==> config.mk <==
export PLATFORM = sky130hd
export DESIGN_NAME = conf_int_mac_dot_sched
export DESIGN_NICKNAME = d
export VERILOG_FILES = /design/src/rtl/conf_int_mac_dot_sched_pkg.sv /design/src/rtl/conf_int_mac_acc_dp.sv /design/src/rtl/conf_int_mac_dot_sched.sv
export SDC_FILE = /design/constraint.sdc
export NUM_CORES = 1
export LEC_CHECK = 0
export CAP_MARGIN = 20
export CORE_UTILIZATION = 34
export DETAILED_ROUTE_END_ITERATION = 10
export DONT_BUFFER_PORTS = 1
export MAX_ROUTING_LAYER = met4
export SETUP_SLACK_MARGIN = 0.4
export SYNTH_ARGS = -nofsm -noshare
export SYNTH_HDL_FRONTEND = slang
export SYNTH_SLANG_ARGS = --single-unit
export TNS_END_PERCENT = 30
==> constraint.sdc <==
create_clock -name clk -period 7.5 [get_ports clk]
set_clock_uncertainty 0.2 [all_clocks]
set_input_delay 1.875 -clock clk [delete_from_list [all_inputs] [get_ports clk]]
set_output_delay 1.875 -clock clk [all_outputs]
set_load 0.02 [all_outputs]
==> src/rtl/conf_int_mac_dot_sched_pkg.sv <==
// ---------------------------------------------------------------
// conf_int_mac_dot_sched_pkg : shared FSM states and default widths
// Revision: 1.0
// ---------------------------------------------------------------
`default_nettype none

package conf_int_mac_dot_sched_pkg;

   typedef enum logic [1:0] {
      ST_IDLE  = 2'd0,
      ST_RUN   = 2'd1,
      ST_DRAIN = 2'd2,
      ST_DONE  = 2'd3
   } sched_state_t;

   localparam int DEF_DATA_PATH_BITWIDTH = 16;
   localparam int DEF_OP_BITWIDTH        = 16;
   localparam int DEF_LEN_WIDTH          = 8;

endpackage

`default_nettype wire

==> src/rtl/conf_int_mac_acc_dp.sv <==
// ---------------------------------------------------------------
// conf_int_mac_acc_dp : operand registers, unsigned MAC, sticky overflow
// Revision: 1.0
// ---------------------------------------------------------------
`default_nettype none

module conf_int_mac_acc_dp
   import conf_int_mac_dot_sched_pkg::*;
#(
   parameter int DATA_PATH_BITWIDTH = DEF_DATA_PATH_BITWIDTH,
   parameter int OP_BITWIDTH        = DEF_OP_BITWIDTH
) (
   input  logic                          clk,
   input  logic                          rst,
   input  logic                          acc_clr,
   input  logic                          op_en,
   input  logic [DATA_PATH_BITWIDTH-1:0] a,
   input  logic [DATA_PATH_BITWIDTH-1:0] b,
   output logic [DATA_PATH_BITWIDTH-1:0] acc,
   output logic                          ovf
);

   // Product is kept at least 2*DW wide so the overflow test sees every bit.
   localparam int PROD_W = DATA_PATH_BITWIDTH +
                           ((OP_BITWIDTH > DATA_PATH_BITWIDTH) ? OP_BITWIDTH : DATA_PATH_BITWIDTH);

   logic [DATA_PATH_BITWIDTH-1:0] a_reg;
   logic [DATA_PATH_BITWIDTH-1:0] b_reg;
   logic                          mac_pend;
   logic [PROD_W-1:0]             prod;
   logic [DATA_PATH_BITWIDTH:0]   sum;
   logic                          prod_ovf;

   always_comb begin
      prod     = PROD_W'(a_reg) * PROD_W'(b_reg);
      prod_ovf = |prod[PROD_W-1:DATA_PATH_BITWIDTH];
      sum      = {1'b0, acc} + {1'b0, prod[DATA_PATH_BITWIDTH-1:0]};
   end

   always_ff @(posedge clk or negedge rst) begin
      if (!rst) begin
         a_reg    <= '0;
         b_reg    <= '0;
         mac_pend <= 1'b0;
         acc      <= '0;
         ovf      <= 1'b0;
      end else begin
         if (op_en) begin
            a_reg <= a;
            b_reg <= b;
         end
         mac_pend <= op_en & ~acc_clr;
         if (acc_clr) begin
            acc <= '0;
            ovf <= 1'b0;
         end else if (mac_pend) begin
            acc <= sum[DATA_PATH_BITWIDTH-1:0];
            ovf <= ovf | prod_ovf | sum[DATA_PATH_BITWIDTH];
         end
      end
   end

endmodule

`default_nettype wire

==> src/rtl/conf_int_mac_dot_sched.sv <==
// ---------------------------------------------------------------
// conf_int_mac_dot_sched : dot-product job scheduler (FSM, pair counter, handshakes)
// Revision: 1.0
// ---------------------------------------------------------------
`default_nettype none

module conf_int_mac_dot_sched
   import conf_int_mac_dot_sched_pkg::*;
#(
   parameter int DATA_PATH_BITWIDTH = DEF_DATA_PATH_BITWIDTH,
   parameter int OP_BITWIDTH        = DEF_OP_BITWIDTH,
   parameter int LEN_WIDTH          = DEF_LEN_WIDTH
) (
   input  logic                          clk,
   input  logic                          rst,
   input  logic                          start,
   input  logic [LEN_WIDTH-1:0]          len,
   output logic                          busy,
   input  logic                          in_valid,
   output logic                          in_ready,
   input  logic [DATA_PATH_BITWIDTH-1:0] a,
   input  logic [DATA_PATH_BITWIDTH-1:0] b,
   output logic                          res_valid,
   input  logic                          res_ready,
   output logic [DATA_PATH_BITWIDTH-1:0] res,
   output logic                          ovf
);

   sched_state_t         state_q, state_d;
   logic [LEN_WIDTH-1:0] cnt_q, cnt_d;
   logic                 acc_clr;
   logic                 op_en;

   always_ff @(posedge clk or negedge rst) begin
      if (!rst) begin
         state_q <= ST_IDLE;
         cnt_q   <= '0;
      end else begin
         state_q <= state_d;
         cnt_q   <= cnt_d;
      end
   end

   always_comb begin
      state_d = state_q;
      cnt_d   = cnt_q;
      acc_clr = 1'b0;
      op_en   = 1'b0;
      case (state_q)
         ST_IDLE: begin
            if (start) begin
               acc_clr = 1'b1;
               if (len != '0) begin
                  cnt_d   = len;
                  state_d = ST_RUN;
               end else begin
                  state_d = ST_DONE;
               end
            end
         end
         ST_RUN: begin
            if (in_valid) begin
               op_en = 1'b1;
               cnt_d = cnt_q - LEN_WIDTH'(1);
               if (cnt_q == LEN_WIDTH'(1)) begin
                  state_d = ST_DRAIN;
               end
            end
         end
         ST_DRAIN: state_d = ST_DONE;
         ST_DONE: begin
            if (res_ready) begin
               state_d = ST_IDLE;
            end
         end
         default: state_d = ST_IDLE;
      endcase
   end

   // All handshake outputs are pure decodes of the state register.
   assign busy      = (state_q != ST_IDLE);
   assign in_ready  = (state_q == ST_RUN);
   assign res_valid = (state_q == ST_DONE);

   conf_int_mac_acc_dp #(
      .DATA_PATH_BITWIDTH (DATA_PATH_BITWIDTH),
      .OP_BITWIDTH        (OP_BITWIDTH)
   ) u_dp (
      .clk     (clk),
      .rst     (rst),
      .acc_clr (acc_clr),
      .op_en   (op_en),
      .a       (a),
      .b       (b),
      .acc     (res),
      .ovf     (ovf)
   );

endmodule

`default_nettype wire

==> flow_metrics.py, run 1 <==
metrics = {
    "yosys": {
        "yosysWarnings": 0,
        "synth-seq-cells": 60,
        "yosysSeqAreaShare_pct": 12.6,
        "syn_nets": 1665,
        "synth.distinct_cells": 68,
        "synth_area_um2": 11900,
        "synth_edf_count": 0,
        "syn_avg_cell_area_um2": 9.18,
        "synthCells": 1298,
        "async_reset_ff_share_pct": 100,
        "synthFlopType": "dfrtp_1",
    },
    "clocking": {
        "clockBufferDepth": 2,
        "clock_latency_ns": 0.36,
        "cts_root_buf": "clkbuf_16",
        "cts_buffers": 9,
        "clk_pin_slew_ns": 0.06,
        "holdBufCountCts": 0,
        "cts_tree": "done",
        "numClockSinks": 60,
        "cts-htree-levels": 3,
    },
    "critical_path": {
        "critPathKind": "reg2reg",
        "arrival_ns": 6.96,
        "r2r_slack_ns": 0.54,
        "cp-start-kind": "flip-flop",
        "crit_required_ns": 7.49,
        "crit_path_end_kind": "flip-flop",
        "crit_fanout": 6,
    },
    "detailed_routing": {
        "drt_pre_antenna_iters": 5,
        "vias_per_cell": 4.93,
        "routed_wl_um": 28500,
        "wl_per_cell_um": 16.1,
        "ant_nets": 0,
        "drc": 0,
        "vias": 8759,
        "initialDrtViolationCount": 441,
    },
    "global_route": {
        "grt_start_max_net_pins": 61,
        "antenna_found_initial": 2,
        "grt_pass1_vias": 9101,
        "grt_overflow_total": 0,
        "grt_pass1_wl_um": 48400,
        "grt_util_all_layers_pct": 17.4,
    },
    "sta": {
        "period_needed_ns": 6.96,
        "worst_slew_pin_slew_ns": 1.09,
        "finalHoldViolations": 0,
        "slew_viol_final": 0,
        "finalSetupTns_ns": 0,
        "fin_crit_sh_pct": 92.8,
        "fmax_mhz": 144,
        "relSlewSlack_pct": 27.0,
        "setup_viol": 0,
        "fin_ws_ns": 0.539,
        "rsz0062_at_grt": "yes",
    },
    "layout": {
        "layout-drive-gt1-share_pct": 12.1,
        "nNetsFinal": 1680,
        "synthToLayoutAreaGrowth_pct": 10.3,
        "final_area_um2": 13100,
        "nFillCells": 3526,
        "final_common_cell": "inv_1",
        "final_util_pct": 38.1,
        "mostFrequentLayoutCells": "240 x inv_1, 195 x fa_1, 150 x nand2_1, 131 x and2_1, 118 x ha_1",
    },
    "placed_design": {
        "hpwl_um": 23600,
        "gp_congestion": 0.865,
        "port_buffers": 0,
        "postPlaceCellArea_um2": 12500,
        "pre_cts_slack_ns": 0.195,
    },
    "floorplan": {
        "rows": 68,
        "start_util_pct": 34.5,
        "coreArea_um2": 34500,
        "ioPinCount": 65,
        "die_h_um": 189,
        "die_x_um": 189,
        "die-area_um2": 35800,
    },
    "run": {
        "drv_cap": 0,
    },
    "min_path": {
        "min-delay-path-class": "reg2reg",
    },
    "run_status": {
        "status": "complete, no violations",
    },
}
==> synth_stat cells, types with 5 or more instances <==
cell      count  area [µm²]
fa_1        195        3900
o211ai_1      6        45.0
nor3_1        8        40.0
a21o_1       10        75.1
o21ai_0      30         150
mux2i_1      16         160
o21a_1        6        45.0
nand3_1      16        80.1
clkbuf_1     42         158
nand2b_1      7        43.8
nand4_1       7        43.8
ha_1        127        1590
xnor2_1      19         166
a21oi_1      39         195
a211oi_1      7        52.6
mux2_2       35         394
nor3b_1       5        37.5
o31ai_1       5        37.5
o22ai_1       7        43.8
inv_1       243         912
nor2_1       43         161
nand2_1     151         567
dfrtp_1      60        1500
and2_1      131         820
xor2_1        5        43.8
==> path summary, 6_finish.rpt <==
path                                            from                         to  depth (start not counted)
max in group asynchronous                        rst  u_dp.a_reg[8]$_DFFE_PN0P_                          0
max reg2reg                u_dp.b_reg[4]$_DFFE_PN0P_       u_dp.ovf$_DFFE_PN0P_                         26
min                           state_q[1]$_DFFE_PN0P_     state_q[1]$_DFFE_PN0P_                          2
max                        u_dp.b_reg[4]$_DFFE_PN0P_       u_dp.ovf$_DFFE_PN0P_                         26
min in group asynchronous                        rst  u_dp.b_reg[5]$_DFFE_PN0P_                          0
min reg2reg                   state_q[1]$_DFFE_PN0P_     state_q[1]$_DFFE_PN0P_                          2
==> per-stage QoR <==
step	std cells	hold WS, ns
2_1_floorplan	1298	0.347
3_3_place_gp	1734	0.379
3_5_place_dp	1735	0.381
4_1_cts	1756	0.397
5_1_grt	1775	0.431
6_report	1776	0.398
==> worst max-delay path, stage by stage, from the launching register on <==
cell and delay (ns):
dfrtp_2 0.45, buf_4 0.17, and2_1 0.17, fa_1 0.51
fa_1 0.51, ha_2 0.16, inv_1 0.05, fa_1 0.47
fa_1 0.50, inv_1 0.05, fa_1 0.54, ha_4 0.22
or4_4 0.55, o21ai_4 0.08, a21oi_4 0.07, nand3_2 0.10
nand2_1 0.06, xor2_1 0.14, ha_1 0.37, a21oi_2 0.17
o21bai_1 0.12, a211oi_2 0.19, nand4_1 0.12, a211oi_2 0.24
o2111ai_2 0.16, nor4b_2 0.29, a311oi_1 0.13
==> logic make-up (layout without fill, tap and decap cells) <==
logic type / Yosys count / after routing / share of synthesized area [%]
and+or+nand+nor: 397 / 397 / 16.7
adders and majority gates: 322 / 322 / 46.1
buffers and inverters: 290 / 310 / 9.48
AOI/OAI and AO/OA: 153 / 153 / 8.55
DFF: 60 / 60 / 12.6
muxes: 52 / 52 / 4.78
xor gates and xnor gates: 24 / 24 / 1.76
other: 0 / 3 / 0
==> routing by layer <==
| metal | GRT usage, % | share of wire, % |
|---|---|---|
| met1 | 23.3 | 46 |
| met5 | - | 0 |
| met4 | 3.54 | 1.3 |
| met3 | 2.50 | 4.5 |
| met2 | 28.1 | 48 |
==> repair_timing <==
action | in CTS | in global routing
endpoints found under the hold margin | 0 | 0
resized for setup | 9 | 45
pin swaps | 3 | 20
endpoints found under the setup margin | 1 | 2
buffers inserted | 5 | 17
==> final cells by class <==
class	instances	area, µm²	share of cell area [%]
antenna	3	7.51	0.0571
clock buffer	12	246	1.87
clock inverter	4	25.0	0.190
inverter	243	912	6.94
multi-input combinational	948	9460	71.9
sequential	60	1520	11.6
tap	455	569	4.33
timing repair buffer	51	410	3.12
Power of run 1 is left out: the tool's default activity adds up to more than one toggle a clock period on the data nets, which glitch-free logic cannot reach.
==> run 2, diff against run 1 <==
--- a/config.mk
+++ b/config.mk
@@ -9,6 +9,7 @@
 export CORE_UTILIZATION = 34
 export DETAILED_ROUTE_END_ITERATION = 10
 export DONT_BUFFER_PORTS = 1
+export HOLD_SLACK_MARGIN = 0.15
 export MAX_ROUTING_LAYER = met4
 export SETUP_SLACK_MARGIN = 0.4
 export SYNTH_ARGS = -nofsm -noshare
==> constraint.sdc (replaced) <==
create_clock -name clk -period 7.8 [get_ports clk]
set_clock_uncertainty 0.2 [all_clocks]
set_input_delay 1.95 -clock clk [delete_from_list [all_inputs] [get_ports clk]]
set_output_delay 1.95 -clock clk [all_outputs]
set_load 0.02 [all_outputs]
==> run 2 against run 1 <==
Effect of this change: cell count shrank 0.51%; setup slack gained 0.12 ns; non-clock buffer count shrank 10; clock-buffer cell count is 3 lower; global-route usage rose by 1.1 points; largest cell class unchanged.
==> flow_metrics.py, run 2 (same netlist as run 1, synthesis figures left out) <==
metrics = {
    "run_status": {
        "status": "complete, no violations",
    },
    "sta": {
        "finalSetupTns_ns": 0,
        "rsz0062_at_grt": "no",
        "fmax_mhz": 140,
        "fin_crit_sh_pct": 91.6,
        "worst_slew_pin_slew_ns": 0.941,
        "slew_viol_final": 0,
        "period_needed_ns": 7.15,
        "finalHoldViolations": 0,
        "setup_viol": 0,
        "relSlewSlack_pct": 37.3,
    },
    "detailed_routing": {
        "vias": 8743,
        "wl_per_cell_um": 17.2,
        "ant_nets": 0,
        "drt_pre_antenna_iters": 5,
        "drc": 0,
        "initialDrtViolationCount": 563,
        "routed_wl_um": 30400,
        "vias_per_cell": 4.95,
    },
    "layout": {
        "final_util_pct": 37.7,
        "final_common_cell": "inv_1",
        "layout-drive-gt1-share_pct": 10.2,
        "mostFrequentLayoutCells": "243 x inv_1, 195 x fa_1, 150 x nand2_1, 131 x and2_1, 123 x ha_1",
        "synthToLayoutAreaGrowth_pct": 9.21,
        "nNetsFinal": 1670,
    },
    "global_route": {
        "grt_pass1_wl_um": 50500,
        "antenna_found_initial": 5,
        "grt_util_all_layers_pct": 18.6,
        "grt_pass1_vias": 9331,
        "grt_overflow_total": 0,
        "grt_start_max_net_pins": 61,
    },
    "floorplan": {
        "rows": 68,
        "die_h_um": 189,
        "ioPinCount": 65,
        "start_util_pct": 34.5,
        "die-area_um2": 35800,
        "coreArea_um2": 34500,
        "die_x_um": 189,
    },
    "critical_path": {
        "arrival_ns": 7.15,
        "crit_chain": "nand2_1, fa_1, inv_1, fa_1, inv_1, fa_1, fa_1, fa_1, fa_1, inv_1, ha_1, and3_2, a311oi_4, xnor2_1, ha_1, a221oi_2, o221ai_1, nor3_1, nand4_1, a211oi_1, o2111ai_1, nor4b_1, a311oi_1",
        "cpPeakStageDelay_ns": 0.69,
        "crit_buf_inv": 3,
        "crit_top_cell": "fa_1",
        "critPathSlowestCell": "dfrtp_1",
        "worstRegToRegCells": 23,
        "crit_path_end_kind": "flip-flop",
        "crit_cells": 23,
        "cp-start-kind": "flip-flop",
        "path_delay_family": "adder cells",
        "critPathKind": "reg2reg",
        "crit_fanout": 13,
        "crit_required_ns": 7.80,
    },
    "clocking": {
        "clock_latency_ns": 0.35,
        "numClockSinks": 60,
        "clk_pin_slew_ns": 0.06,
        "cts_buffers": 9,
        "cts-htree-levels": 3,
        "cts_tree": "done",
        "cts_root_buf": "clkbuf_16",
        "clockBufferDepth": 2,
    },
    "placed_design": {
        "hpwl_um": 24200,
        "gp_congestion": 0.900,
        "port_buffers": 0,
    },
    "min_path": {
        "hold_depth": 2,
        "min-delay-path-class": "reg2reg",
    },
    "run": {
        "drv_cap": 0,
    },
}
run 2: changes by cell type in the layout (fill, tap and decap cells not counted), sizes merged:
cell and change:
buf -11, diode +1, bufinv +2, clkinvlp -1, inv +2, clkbuf -2
run 2: worst paths after layout:
check,from,slack (ns),end
worst min register to register,state_q[1]$_DFFE_PN0P_,0.41,state_q[1]$_DFFE_PN0P_
max in group asynchronous,rst,6.18,u_dp.a_reg[8]$_DFFE_PN0P_
worst max-delay path,u_dp.b_reg[8]$_DFFE_PN0P_,0.65,u_dp.ovf$_DFFE_PN0P_
worst min-delay path,state_q[1]$_DFFE_PN0P_,0.41,state_q[1]$_DFFE_PN0P_
worst max register to register,u_dp.b_reg[8]$_DFFE_PN0P_,0.65,u_dp.ovf$_DFFE_PN0P_
min in group asynchronous,rst,1.09,u_dp.acc[4]$_DFFE_PN0P_
run 2: repair_timing:
action | 4_1_cts | 5_1_grt
hold buffers | 0 | 0
endpoints found under the hold margin | 0 | 0
endpoints found under the setup margin | 1 | 1
pin swaps | 0 | 4
setup buffers | 0 | 18
resized for setup | 10 | 20
run 2: routing by layer:
metal / share of wire (%) / up-vias / wire length (µm) / global-route usage [%]
met2: 47 / 203 / 14400 / 29.5
met1: 46 / 4378 / 13800 / 24.7
li1: - / 4128 / - / -
met5: 0 / - / 0 / -
met4: 1.7 / 0 / 516 / 3.88
met3: 5.4 / 34 / 1650 / 3.26
run 2: cell type report:
cell class	count	area, µm²
clock inverters	7	98.8
flip-flops and latches	60	1530
fillers	3526	21500
well taps	455	569
clock buffers	9	225
inverters	243	912
repair buffers	41	330
multi-input cells	948	9340
diodes	4	10.0
run 2: tightest hold or removal path, cell delays in order (launching register included):
cell and delay, ns:
dfrtp_1 0.40, nor2_1 0.06, a21oi_1 0.10
run 2: stage by stage:
step / worst slack [ns] / area [µm²] / std cells / hold WS, ns
floorplan: 0.978 / 11900 / 1298 / 0.347
detailed placement: 0.329 / 12400 / 1728 / 0.395
CTS: 0.446 / 12800 / 1744 / 0.407
finish: 0.654 / 13000 / 1767 / 0.408
global route: 0.395 / 13000 / 1767 / 0.441
global placement: 0.512 / 12400 / 1728 / 0.380
Power of run 2 is left out for the same reason.
